$ cat config.mk
export PLATFORM = sky130hd
export DESIGN_NAME = tx_frame_sched
export DESIGN_NICKNAME = d
export VERILOG_FILES = /design/src/rtl/tx_frame_sched.sv
export SDC_FILE = /design/constraint.sdc
export NUM_CORES = 1
export LEC_CHECK = 0
export CORE_MARGIN = 2
export CORE_UTILIZATION = 41
export CTS_BUF_LIST = sky130_fd_sc_hd__clkbuf_16
export DETAILED_ROUTE_END_ITERATION = 10
export GPL_TIMING_DRIVEN = 1
export PLACE_DENSITY = 0.89
export SYNTH_ARGS = -nofsm -noshare
export SYNTH_HDL_FRONTEND = slang
export SYNTH_SLANG_ARGS = --single-unit
$ cat constraint.sdc
create_clock -name clk -period 8.65 [get_ports clk]
set_clock_uncertainty 0.2 [all_clocks]
set_input_delay 2.1625 -clock clk [delete_from_list [all_inputs] [get_ports clk]]
set_output_delay 2.1625 -clock clk [all_outputs]
set_load 0.02 [all_outputs]
$ cat src/rtl/tx_frame_sched.sv
// Transmit frame scheduler: picks the highest-priority pending TX buffer, drives the
// parallel-to-serial converter handshake, and handles retries, timeouts, ack and abort.
module tx_frame_sched #(
    parameter int unsigned NREQ      = 4,
    parameter int unsigned MAX_RETRY = 3,
    parameter int unsigned TO_CYC    = 16600,
    localparam int unsigned SEL_W    = $clog2(NREQ)
) (
    input  logic                clk,
    input  logic                g_rst,
    input  logic [NREQ-1:0]     req,
    input  logic [11*NREQ-1:0]  prio,
    input  logic [11*NREQ-1:0]  dlc_in,
    input  logic                tx_fcrc_intl,
    input  logic                tx_fcrc_frm_cmp,
    input  logic                tx_success,
    input  logic                tx_error,
    output logic                par_ser_intl1,
    output logic [10:0]         dlc,
    output logic [SEL_W-1:0]    sel,
    output logic                ser_flush,
    output logic [NREQ-1:0]     ack,
    output logic [NREQ-1:0]     abort,
    output logic                busy
);

    localparam int unsigned CNT_W = $clog2(MAX_RETRY + 1);
    localparam logic [CNT_W-1:0] MAX_CNT = CNT_W'(MAX_RETRY);
    localparam logic [15:0]      TO_LAST = 16'(TO_CYC - 1);

    localparam logic [2:0] S_IDLE   = 3'd0;
    localparam logic [2:0] S_ARB    = 3'd1;
    localparam logic [2:0] S_START  = 3'd2;
    localparam logic [2:0] S_SER    = 3'd3;
    localparam logic [2:0] S_RESULT = 3'd4;
    localparam logic [2:0] S_FLUSH  = 3'd5;
    localparam logic [2:0] S_ACK    = 3'd6;

    logic [2:0]       state, state_nxt;
    logic [15:0]      timer, timer_nxt;
    logic [CNT_W-1:0] attempt_cnt, attempt_cnt_nxt;
    logic [SEL_W-1:0] sel_nxt;
    logic [10:0]      dlc_nxt;
    logic             par_ser_nxt, ser_flush_nxt;
    logic [NREQ-1:0]  ack_nxt, abort_nxt;
    logic             fail;

    logic             win_found;
    logic [SEL_W-1:0] win_idx;
    logic [10:0]      win_prio;
    logic [10:0]      win_dlc;

    // Lowest prio among pending requests; strict compare keeps ties on the lower index.
    always_comb begin
        win_found = 1'b0;
        win_idx   = '0;
        win_prio  = '1;
        win_dlc   = '0;
        for (int i = 0; i < int'(NREQ); i++) begin
            if (req[i] && (!win_found || (prio[11*i +: 11] < win_prio))) begin
                win_found = 1'b1;
                win_idx   = SEL_W'(i);
                win_prio  = prio[11*i +: 11];
                win_dlc   = dlc_in[11*i +: 11];
            end
        end
    end

    // Next-state and next-output logic.
    always_comb begin
        state_nxt       = state;
        timer_nxt       = timer;
        attempt_cnt_nxt = attempt_cnt;
        sel_nxt         = sel;
        dlc_nxt         = dlc;
        par_ser_nxt     = 1'b0;
        ser_flush_nxt   = 1'b0;
        ack_nxt         = '0;
        abort_nxt       = '0;
        fail            = 1'b0;

        case (state)
            S_IDLE: begin
                if ((|req) && tx_fcrc_intl) state_nxt = S_ARB;
            end
            S_ARB: begin
                if (win_found) begin
                    sel_nxt = win_idx;
                    dlc_nxt = win_dlc;
                    if (win_idx != sel) attempt_cnt_nxt = '0;
                    state_nxt = S_START;
                end else begin
                    state_nxt = S_IDLE;
                end
            end
            S_START: begin
                par_ser_nxt = 1'b1;
                timer_nxt   = '0;
                state_nxt   = S_SER;
            end
            S_SER: begin
                timer_nxt = timer + 16'd1;
                if (tx_fcrc_frm_cmp) begin
                    timer_nxt = '0;
                    state_nxt = S_RESULT;
                end else if (timer == TO_LAST) begin
                    fail = 1'b1;
                end
            end
            S_RESULT: begin
                timer_nxt = timer + 16'd1;
                if (tx_success) state_nxt = S_ACK;
                else if (tx_error || (timer == TO_LAST)) fail = 1'b1;
            end
            S_FLUSH: begin
                if (tx_fcrc_intl) state_nxt = S_ARB;
            end
            S_ACK: begin
                ack_nxt         = NREQ'(1) << sel;
                attempt_cnt_nxt = '0;
                state_nxt       = S_IDLE;
            end
            default: state_nxt = S_IDLE;
        endcase

        // A failed attempt always flushes the converter; the retry budget decides retry vs. drop.
        if (fail) begin
            ser_flush_nxt = 1'b1;
            if (attempt_cnt < MAX_CNT) begin
                attempt_cnt_nxt = attempt_cnt + CNT_W'(1);
                state_nxt       = S_FLUSH;
            end else begin
                abort_nxt       = NREQ'(1) << sel;
                attempt_cnt_nxt = '0;
                state_nxt       = S_IDLE;
            end
        end
    end

    always_ff @(posedge clk) begin
        if (g_rst) begin
            state         <= S_IDLE;
            timer         <= '0;
            attempt_cnt   <= '0;
            sel           <= '0;
            dlc           <= '0;
            par_ser_intl1 <= 1'b0;
            ser_flush     <= 1'b0;
            ack           <= '0;
            abort         <= '0;
            busy          <= 1'b0;
        end else begin
            state         <= state_nxt;
            timer         <= timer_nxt;
            attempt_cnt   <= attempt_cnt_nxt;
            sel           <= sel_nxt;
            dlc           <= dlc_nxt;
            par_ser_intl1 <= par_ser_nxt;
            ser_flush     <= ser_flush_nxt;
            ack           <= ack_nxt;
            abort         <= abort_nxt;
            busy          <= (state != S_IDLE);
        end
    end

endmodule

# Yosys cells after proc, flatten, opt, wreduce, memory -nomap -nowiden
# Cells that the tools add are included.
[totals]
regBits = 45
in_bits = 98
out_inout_bits = 24
word_cells = 90
[classes]
n_addsub = 2
order_cmp = 4
eq_ne = 14
shift = 1
muxes = 36
bitwise = 2
reduce_logical = 21
[op_table]
columns = ["op", "count"]
rows = [
  ["$mux 11", 7],
  ["$pmux 16 s3", 1],
  ["$lt 11x11->1", 3],
  ["$mux 3", 6],
  ["$ne 3x3->1 const B", 6],
  ["$pmux 3 s6", 1],
  ["$add 16x1->16 const B", 1],
  ["$eq 16x15->1 const B", 1],
  ["$mux 16", 1],
  ["$mux 2", 7],
  ["$mux 1", 11],
  ["$eq 3x3->1 const B", 3],
  ["$reduce_bool 3->1", 3],
  ["$eq 3x2->1 const B", 2],
  ["$logic_and 1x1->1", 4],
  ["$logic_or 1x1->1", 4],
  ["$pmux 2 s2", 1],
  ["$reduce_and 4->1", 1],
  ["$reduce_or 4->1", 1],
  ["$shl 1x2->4 const A", 1],
  ["$eq 3x1->1 const B", 1],
  ["$logic_not 1->1", 3],
  ["$logic_not 3->1", 1],
  ["$reduce_and 3->1", 1],
  ["8 further kinds", 9],
]

# Logic depth before layout (Yosys ltp)
# Gate-level depths: netlist (run 1).
[depth]
ltp_word = 18
mapped_depth = 30

# Least setup slack after synthesis (run 1)
# No wires, ideal clock.
[synth_timing]
kind = "input -> register"
startpoint = "in req[0]"
endpoint = "reg attempt_cnt[1]"
t_arrival_ns = 7.942
setup_slack_ns = 0.391
stages = 30
n_path_buf = 4
cell_sequence = "buf_6 clkinv_1 nor2_1 ha_1 a21oi_1 nor2_1 a2111oi_2 a31oi_1 clkbuf_1 clkbuf_1 nand2_1 o21ai_0 ha_1 a211oi_1 o21bai_1 a2111o_1 a211oi_2 clkbuf_1 o21ai_0 o31a_1 ha_1 a211oi_1 o21bai_1 a211oi_1 o21ai_0 nor2_1 or4bb_1 nand3_1 a31oi_1 a32o_1"
[synth_between]
elab_chain_cells = 16
elab_cells_between_ends = 26
classes_between = "order compare: 3; eq/ne: 3; mux: 10; reduce/logical: 10"
[synth_rtl]
columns = ["element", "line_no", "rtl"]
rows = [
  ["start: declaration", "11", "input logic [NREQ-1:0] req,"],
  ["$mux 11 / $mux 1 (equally long branches)", "60", "if (req[i] && (!win_found || (prio[11*i +: 11] < win_prio))) begin"],
  ["$lt 11x11->1 / $logic_not 1->1 (equally long branches)", "60", ""],
  ["$logic_or 1x1->1", "60", ""],
  ["$logic_and 1x1->1", "60", ""],
  ["$mux 11 / $mux 1 (equally long branches)", "60", ""],
  ["$lt 11x11->1 / $logic_not 1->1 (equally long branches)", "60", ""],
  ["$logic_or 1x1->1", "60", ""],
  ["$logic_and 1x1->1", "60", ""],
  ["$mux 11 / $mux 1 (equally long branches)", "60", ""],
  ["$lt 11x11->1 / $logic_not 1->1 (equally long branches)", "60", ""],
  ["$logic_or 1x1->1", "60", ""],
  ["$logic_and 1x1->1", "60", ""],
  ["$mux 2", "60", ""],
  ["$ne 2x2->1", "90", "if (win_idx != sel) attempt_cnt_nxt = '0;"],
  ["$ne 3x3->1 (no line)", "--", ""],
  ["$reduce_and 3->1 (no line) *", "--", ""],
  ["end signal: assignment", "155", "attempt_cnt <= attempt_cnt_nxt;"],
  ["end: declaration", "41", "logic [CNT_W-1:0] attempt_cnt, attempt_cnt_nxt;"],
]
# Mark *: on every way between the ends. The rest lies on a longest branch, timed or not.
# A chain may end at the register's enable or synchronous reset.

# Worst setup path after layout (run 1)
# Ends and elaborated chain as after synthesis.

==> impl_metrics.json, run 1 <==
{
  "fill_cells": 691,
  "outcome": "finished clean",
  "avgViaCountPerCell": 5.72,
  "ios": 122,
  "vias": 3821,
  "ff_latch_area_um2": 901,
  "drc": 0,
  "grt_pass1_wl_um": 16900,
  "crit_path_end_kind": "flip-flop",
  "placed_area_um2": 4730,
  "synth_edf_count": 0,
  "slew_headroom": 0.240,
  "final_antenna_net_count": 0,
  "stdcell_count": 668,
  "tns_ns": 0,
  "syn_nets": 565,
  "maxCapViolations": 0,
  "synth_cells": 436,
  "placedCellCount": 652,
  "synth_warnings": 0,
  "port_buffers": 121,
  "htreeDepth": 2,
  "drtPass1Iterations": 5,
  "powerDensity_nw_per_um2": 150,
  "gr-total-overflow": 0,
  "clock_latency_ns": 0.28,
  "total_power_uw": 750,
  "multi_input_area_um2": 2400,
  "yosys.cell_types.count": 55,
  "wl_per_cell_um": 16.0,
  "cts_root_buf": "clkbuf_16",
  "clk_pin_slew_ns": 0.06,
  "finalNetCount": 691,
  "grt_usage": 0.235,
  "finalSetupViolCount": 0,
  "drive_gt1_frac": 0.0888,
  "hold_violations": 0,
  "gp_congestion": 0.916,
  "leakagePower_nw": 1.91,
  "ir_drop_v": 0.0000843,
  "numCtsBuffers": 5,
  "crit_buf_inv": 6,
  "layout_commonest_cell": "clkdlybuf4s50_1",
  "max_slew.worst_pin.slew_ns": 1.13,
  "cts_tree": "done",
  "async_reset_ff_frac": 0,
  "syn_avg_cell_area_um2": 7.72,
  "min_path_cells": 2,
  "final_cell_mix": "clkdlybuf4s50_1, nor2_1, dfxtp_1",
  "setup_slack_ns": 0.312,
  "synth_area_um2": 3370,
  "antenna_found_initial": 0,
  "cp.arrival_ns": 8.31,
  "cts.sinks": 45,
  "cts_max_path_buffers": 2,
  "fmax_mhz": 120,
  "synth-seq-cells": 45,
  "worstPathRequired_ns": 8.62,
  "rows": 33,
  "drt_first_iter_violations": 202,
  "grt_pass1_vias": 3752,
  "synth_seq_area_share": 0.268,
  "dieWidth_um": 94.6,
  "antenna_cells": 0,
  "crit_fanout": 10,
  "cp_slowest_stage_delay_ns": 0.52,
  "dp_hpwl_um": 8520,
  "core_um2": 8090,
  "area_growth_pct": 49.0,
  "grt_max_degree": 29,
  "design_area_um2": 5010,
  "totalWireLength_um": 10700,
  "start_kind": "primary input",
  "fin_crit_sh": 0.964,
  "cp_slowest_cell": "clkdlybuf4s50_1",
  "crit_type": "in -> reg",
  "cp_num_cells": 30,
  "critical-path-top-delay-family": "compound AO/OA/AOI/OAI gates",
  "synthFlopType": "dfxtp_1",
  "holdCritPathClass": "reg -> reg",
  "drv_slew": 0,
  "whs_ns": 0.303,
  "die_area_um2": 8950,
  "fin_crit_ns": 8.34,
  "final_core_util": 0.620,
  "place_ws_ns": -0.227,
  "die_h_um": 94.6,
  "start_util": 0.416,
  "rr_worst_depth": 7
}
state kept, by name, indices dropped and copies added (netlist names):
signal / count
ser_flush: 1
state: 3
busy: 1
timer: 16
abort: 4
ack: 4
attempt_cnt: 2
dlc: 11
sel: 2
par_ser_intl1: 1
path summary, 6_finish.rpt:
kind,startpoint,end,slack [ns]
max,req[0],attempt_cnt[1]$_SDFFE_PP0P_,0.31
min,dlc[3]$_SDFFE_PP0P_,dlc[3]$_SDFFE_PP0P_,0.30
max reg2reg,state[2]$_SDFFE_PP0P_,timer[15]$_SDFFE_PP0P_,5.94
min reg2reg,dlc[3]$_SDFFE_PP0P_,dlc[3]$_SDFFE_PP0P_,0.30
cells in the mapped netlist, types with 3 or more instances:
master	instances	area, µm²
nand4_1	10	62.6
o31a_1	11	96.3
nand2_1	27	101
nand2b_1	4	25.0
dfxtp_1	45	901
nor4_1	3	18.8
a31oi_1	7	43.8
o21bai_1	4	30.0
a21oi_1	20	100
a211o_1	11	96.3
nor3_1	9	45.0
nor2b_1	5	31.3
a211oi_1	7	52.6
xor2_1	11	96.3
a311oi_1	13	114
a31o_2	3	26.3
nor2_1	83	312
ha_1	31	388
nand3_1	8	40.0
and3_1	13	81.3
clkbuf_1	20	75.1
xnor2_1	4	35.0
o21ai_0	44	220
inv_1	3	11.3
report_power, final:
group          internal [mW]  switching, mW
combinational          0.150          0.150
clock                  0.136         0.0775
sequential             0.221         0.0156
total                  0.507          0.243
area by class of cell:
class,instances,share of cell area
multi-input combinational,363,0.479
timing repair buffer,143,0.278
sequential,45,0.180
tap,105,0.0262
clock buffer,5,0.0250
clock inverter,3,0.00849
inverter,4,0.00374
cells by family (layout without fill, tap and decap cells):
logic type               after synthesis  after routing  share of synthesized area
XOR/XNOR                              15             15                     0.0390
buffers and inverters                 28            155                     0.0364
multiplexers                           1              1                    0.00335
AO/OA/AOI/OAI                        139            139                      0.287
AND/OR/NAND/NOR                      177            177                      0.252
adder cells (fa/ha/maj)               31             31                      0.115
flip-flops                            45             45                      0.268
what timing repair did:
action	4_1_cts	5_1_grt
setup buffers	0	8
hold endpoints to repair	0	0
gates resized for setup	0	19
hold buffers	0	0
endpoints found under the setup margin	0	15
worst register-to-register path: cells and delay by family (launching register included):
family           cells  cell delay, ns
flip-flops           1            0.52
AND/OR/NAND/NOR      5            1.20
AO/OA/AOI/OAI        1            0.49
XOR/XNOR             1            0.16
per-layer routing:
metal	share of wire	vias up	GRT usage
met2	0.50	163	0.437
met1	0.41	1755	0.270
met5	0	-	0
li1	-	1881	-
met4	0.023	0	0.0737
met3	0.065	22	0.0431
Power figures use the tool's default switching activity.
==> run 2, diff against run 1 <==
--- a/config.mk
+++ b/config.mk
@@ -10,7 +10,7 @@
 export CTS_BUF_LIST = sky130_fd_sc_hd__clkbuf_16
 export DETAILED_ROUTE_END_ITERATION = 10
 export GPL_TIMING_DRIVEN = 1
-export PLACE_DENSITY = 0.89
+export PLACE_DENSITY_LB_ADDON = 0.08
 export SYNTH_ARGS = -nofsm -noshare
 export SYNTH_HDL_FRONTEND = slang
 export SYNTH_SLANG_ARGS = --single-unit
==> impl_metrics.json, run 2 (synthesized netlist as in run 1, its figures left out) <==
{
  "gr-total-overflow": 0,
  "grt.met2_usage": 0.389,
  "cts_tree": "done",
  "final_core_util": 0.608,
  "grtUsageMet3": 0.0431,
  "p_comb_frac": 0.404,
  "crit_fanout": 16,
  "fmax_mhz": 122,
  "htreeDepth": 2,
  "rsz0062_at_grt": "false",
  "drtPass1Iterations": 5,
  "grt_max_degree": 29,
  "p_seq_frac": 0.334,
  "setup_slack_ns": 0.450,
  "final_cell_mix": "clkdlybuf4s50_1, nor2_1, dfxtp_1",
  "multi_input_area_um2": 2380,
  "crit_path_end_kind": "flip-flop",
  "ff_latch_area_um2": 901,
  "rows": 33,
  "top_register": "timer",
  "grt_pass1_wl_um": 16600,
  "avgViaCountPerCell": 5.62,
  "min_delay_worst_endpoint": "dlc[10]$_SDFFE_PP0P_",
  "cts.sinks": 45,
  "regToRegSetupSlack_ns": 5.93,
  "use_met1": 0.302,
  "vias": 3728,
  "powerDensity_nw_per_um2": 144,
  "hold_buffers": 0,
  "min_path_cells": 2,
  "antenna_found_initial": 0,
  "min_from": "dlc[10]$_SDFFE_PP0P_",
  "finalSetupViolCount": 0,
  "die_area_um2": 8950,
  "finalNetCount": 686,
  "leakagePower_nw": 1.86,
  "biggestRegsByFlops": "timer: 16 flops, dlc: 11 flops",
  "grt_pass1_vias": 3499,
  "clk_pin_slew_ns": 0.06,
  "start_util": 0.416,
  "crit_type": "in -> reg",
  "clock_latency_ns": 0.28,
  "slew_headroom": 0.201,
  "drive_gt1_frac": 0.0699,
  "gp_congestion": 0.895,
  "cts_max_path_buffers": 2,
  "antenna_cells": 0,
  "holdCritPathClass": "reg -> reg",
  "ir_drop_v": 0.0000887,
  "dp_hpwl_um": 8110,
  "rr_worst_depth": 4,
  "grt.busiest_layer": "met2",
  "whs_ns": 0.299,
  "grt_usage": 0.230,
  "max_slew.worst_pin.slew_ns": 1.19,
  "internal-power_uw": 468,
  "drt_first_iter_violations": 149,
  "layout_commonest_cell": "clkdlybuf4s50_1",
  "power_switching_uw": 239,
  "largest_register_ffs": 16,
  "drc": 0,
  "fin_crit_ns": 8.20,
  "port_buffers": 121,
  "die_h_um": 94.6,
  "worstPathRequired_ns": 8.63,
  "fin_crit_sh": 0.948,
  "drv_slew": 0,
  "wl_per_cell_um": 15.4,
  "place_ws_ns": -0.203,
  "maxCapViolations": 0,
  "dieWidth_um": 94.6,
  "p_clk_frac": 0.262,
  "outcome": "finished clean",
  "hold_violations": 0,
  "cp.arrival_ns": 8.18,
  "start_kind": "primary input",
  "numCtsBuffers": 5,
  "area_growth_pct": 46.1,
  "rr_startpoint": "state[0]$_SDFFE_PP0P_",
  "ios": 122,
  "fill_cells": 748,
  "core_um2": 8090,
  "cts_root_buf": "clkbuf_16",
  "p_sw_frac": 0.338,
  "totalWireLength_um": 10200,
  "final_antenna_net_count": 0,
  "worstReg2RegEnd": "attempt_cnt[1]$_SDFFE_PP0P_"
}
run 2: worst max-delay path, stage by stage:
cell and delay, ns:
dlymetal6s2s_1 0.23, clkinvlp_4 0.20, nor2_1 0.18, ha_1 0.27, a21oi_1 0.19, nor2_1 0.10, a2111oi_4 0.36, a31oi_4 0.16
buf_4 0.17, o21ai_0 0.37, ha_1 0.31, and4_1 0.19, a2111o_1 0.45, a211oi_2 0.20, buf_6 0.19, o21ai_0 0.09
o31a_1 0.12, ha_1 0.32, a211oi_1 0.24, o21bai_1 0.10, a211oi_1 0.23, o21ai_0 0.15, nor2_1 0.19, or4bb_1 0.50
nand3_1 0.09, a31oi_1 0.10, a32o_1 0.31
run 2: through the flow:
step	power (mW)	cell area, µm²	setup TNS, ns	cells
2_1_floorplan	0.405	3370	0	436
3_3_place_gp	0.513	4700	0	650
3_5_place_dp	0.518	4700	-0.814	650
4_1_cts	0.705	4840	0	658
5_1_grt	0.751	4920	0	663
6_report	0.708	4920	0	663
run 2: routing by layer:
metal / up-vias / wire length [µm]
li1: 1874 / -
met1: 1715 / 4600
met2: 127 / 4890
met3: 12 / 579
met4: 0 / 125
met5: - / 0
run 2: power groups by stage:
stage | Sequential (mW) | Clock, mW | Combinational [mW]
after floorplan | 0.247 | 0 | 0.158
after global placement | 0.241 | 0 | 0.273
after detailed placement | 0.241 | 0 | 0.278
after CTS | 0.236 | 0.189 | 0.280
after global routing | 0.239 | 0.197 | 0.315
final | 0.236 | 0.186 | 0.286
run 2: worst max-delay path by stage:
stage,slack [ns],endpoint,start
after global placement,0.04,attempt_cnt[1]$_SDFFE_PP0P_,req[0]
after detailed placement,-0.20,attempt_cnt[1]$_SDFFE_PP0P_,req[0]
final,0.45,attempt_cnt[1]$_SDFFE_PP0P_,req[0]
after CTS,0.07,attempt_cnt[1]$_SDFFE_PP0P_,req[0]
after global routing,0.09,attempt_cnt[1]$_SDFFE_PP0P_,req[0]
after floorplan,0.39,attempt_cnt[1]$_SDFFE_PP0P_,req[0]
run 2: cell type report:
cell class,instances,area share
Timing Repair Buffer,137,0.272
Timing Repair inverter,1,0.00153
Inverter,4,0.00382
Tap cell,105,0.0267
Clock buffer,5,0.0254
Clock inverter,3,0.00382
Multi-Input combinational cell,363,0.484
Sequential cell,45,0.183
run 2: timing repair:
item | in CTS | in global routing
setup buffers | 0 | 4
gates resized for setup | 0 | 13
setup endpoints to repair | 0 | 15
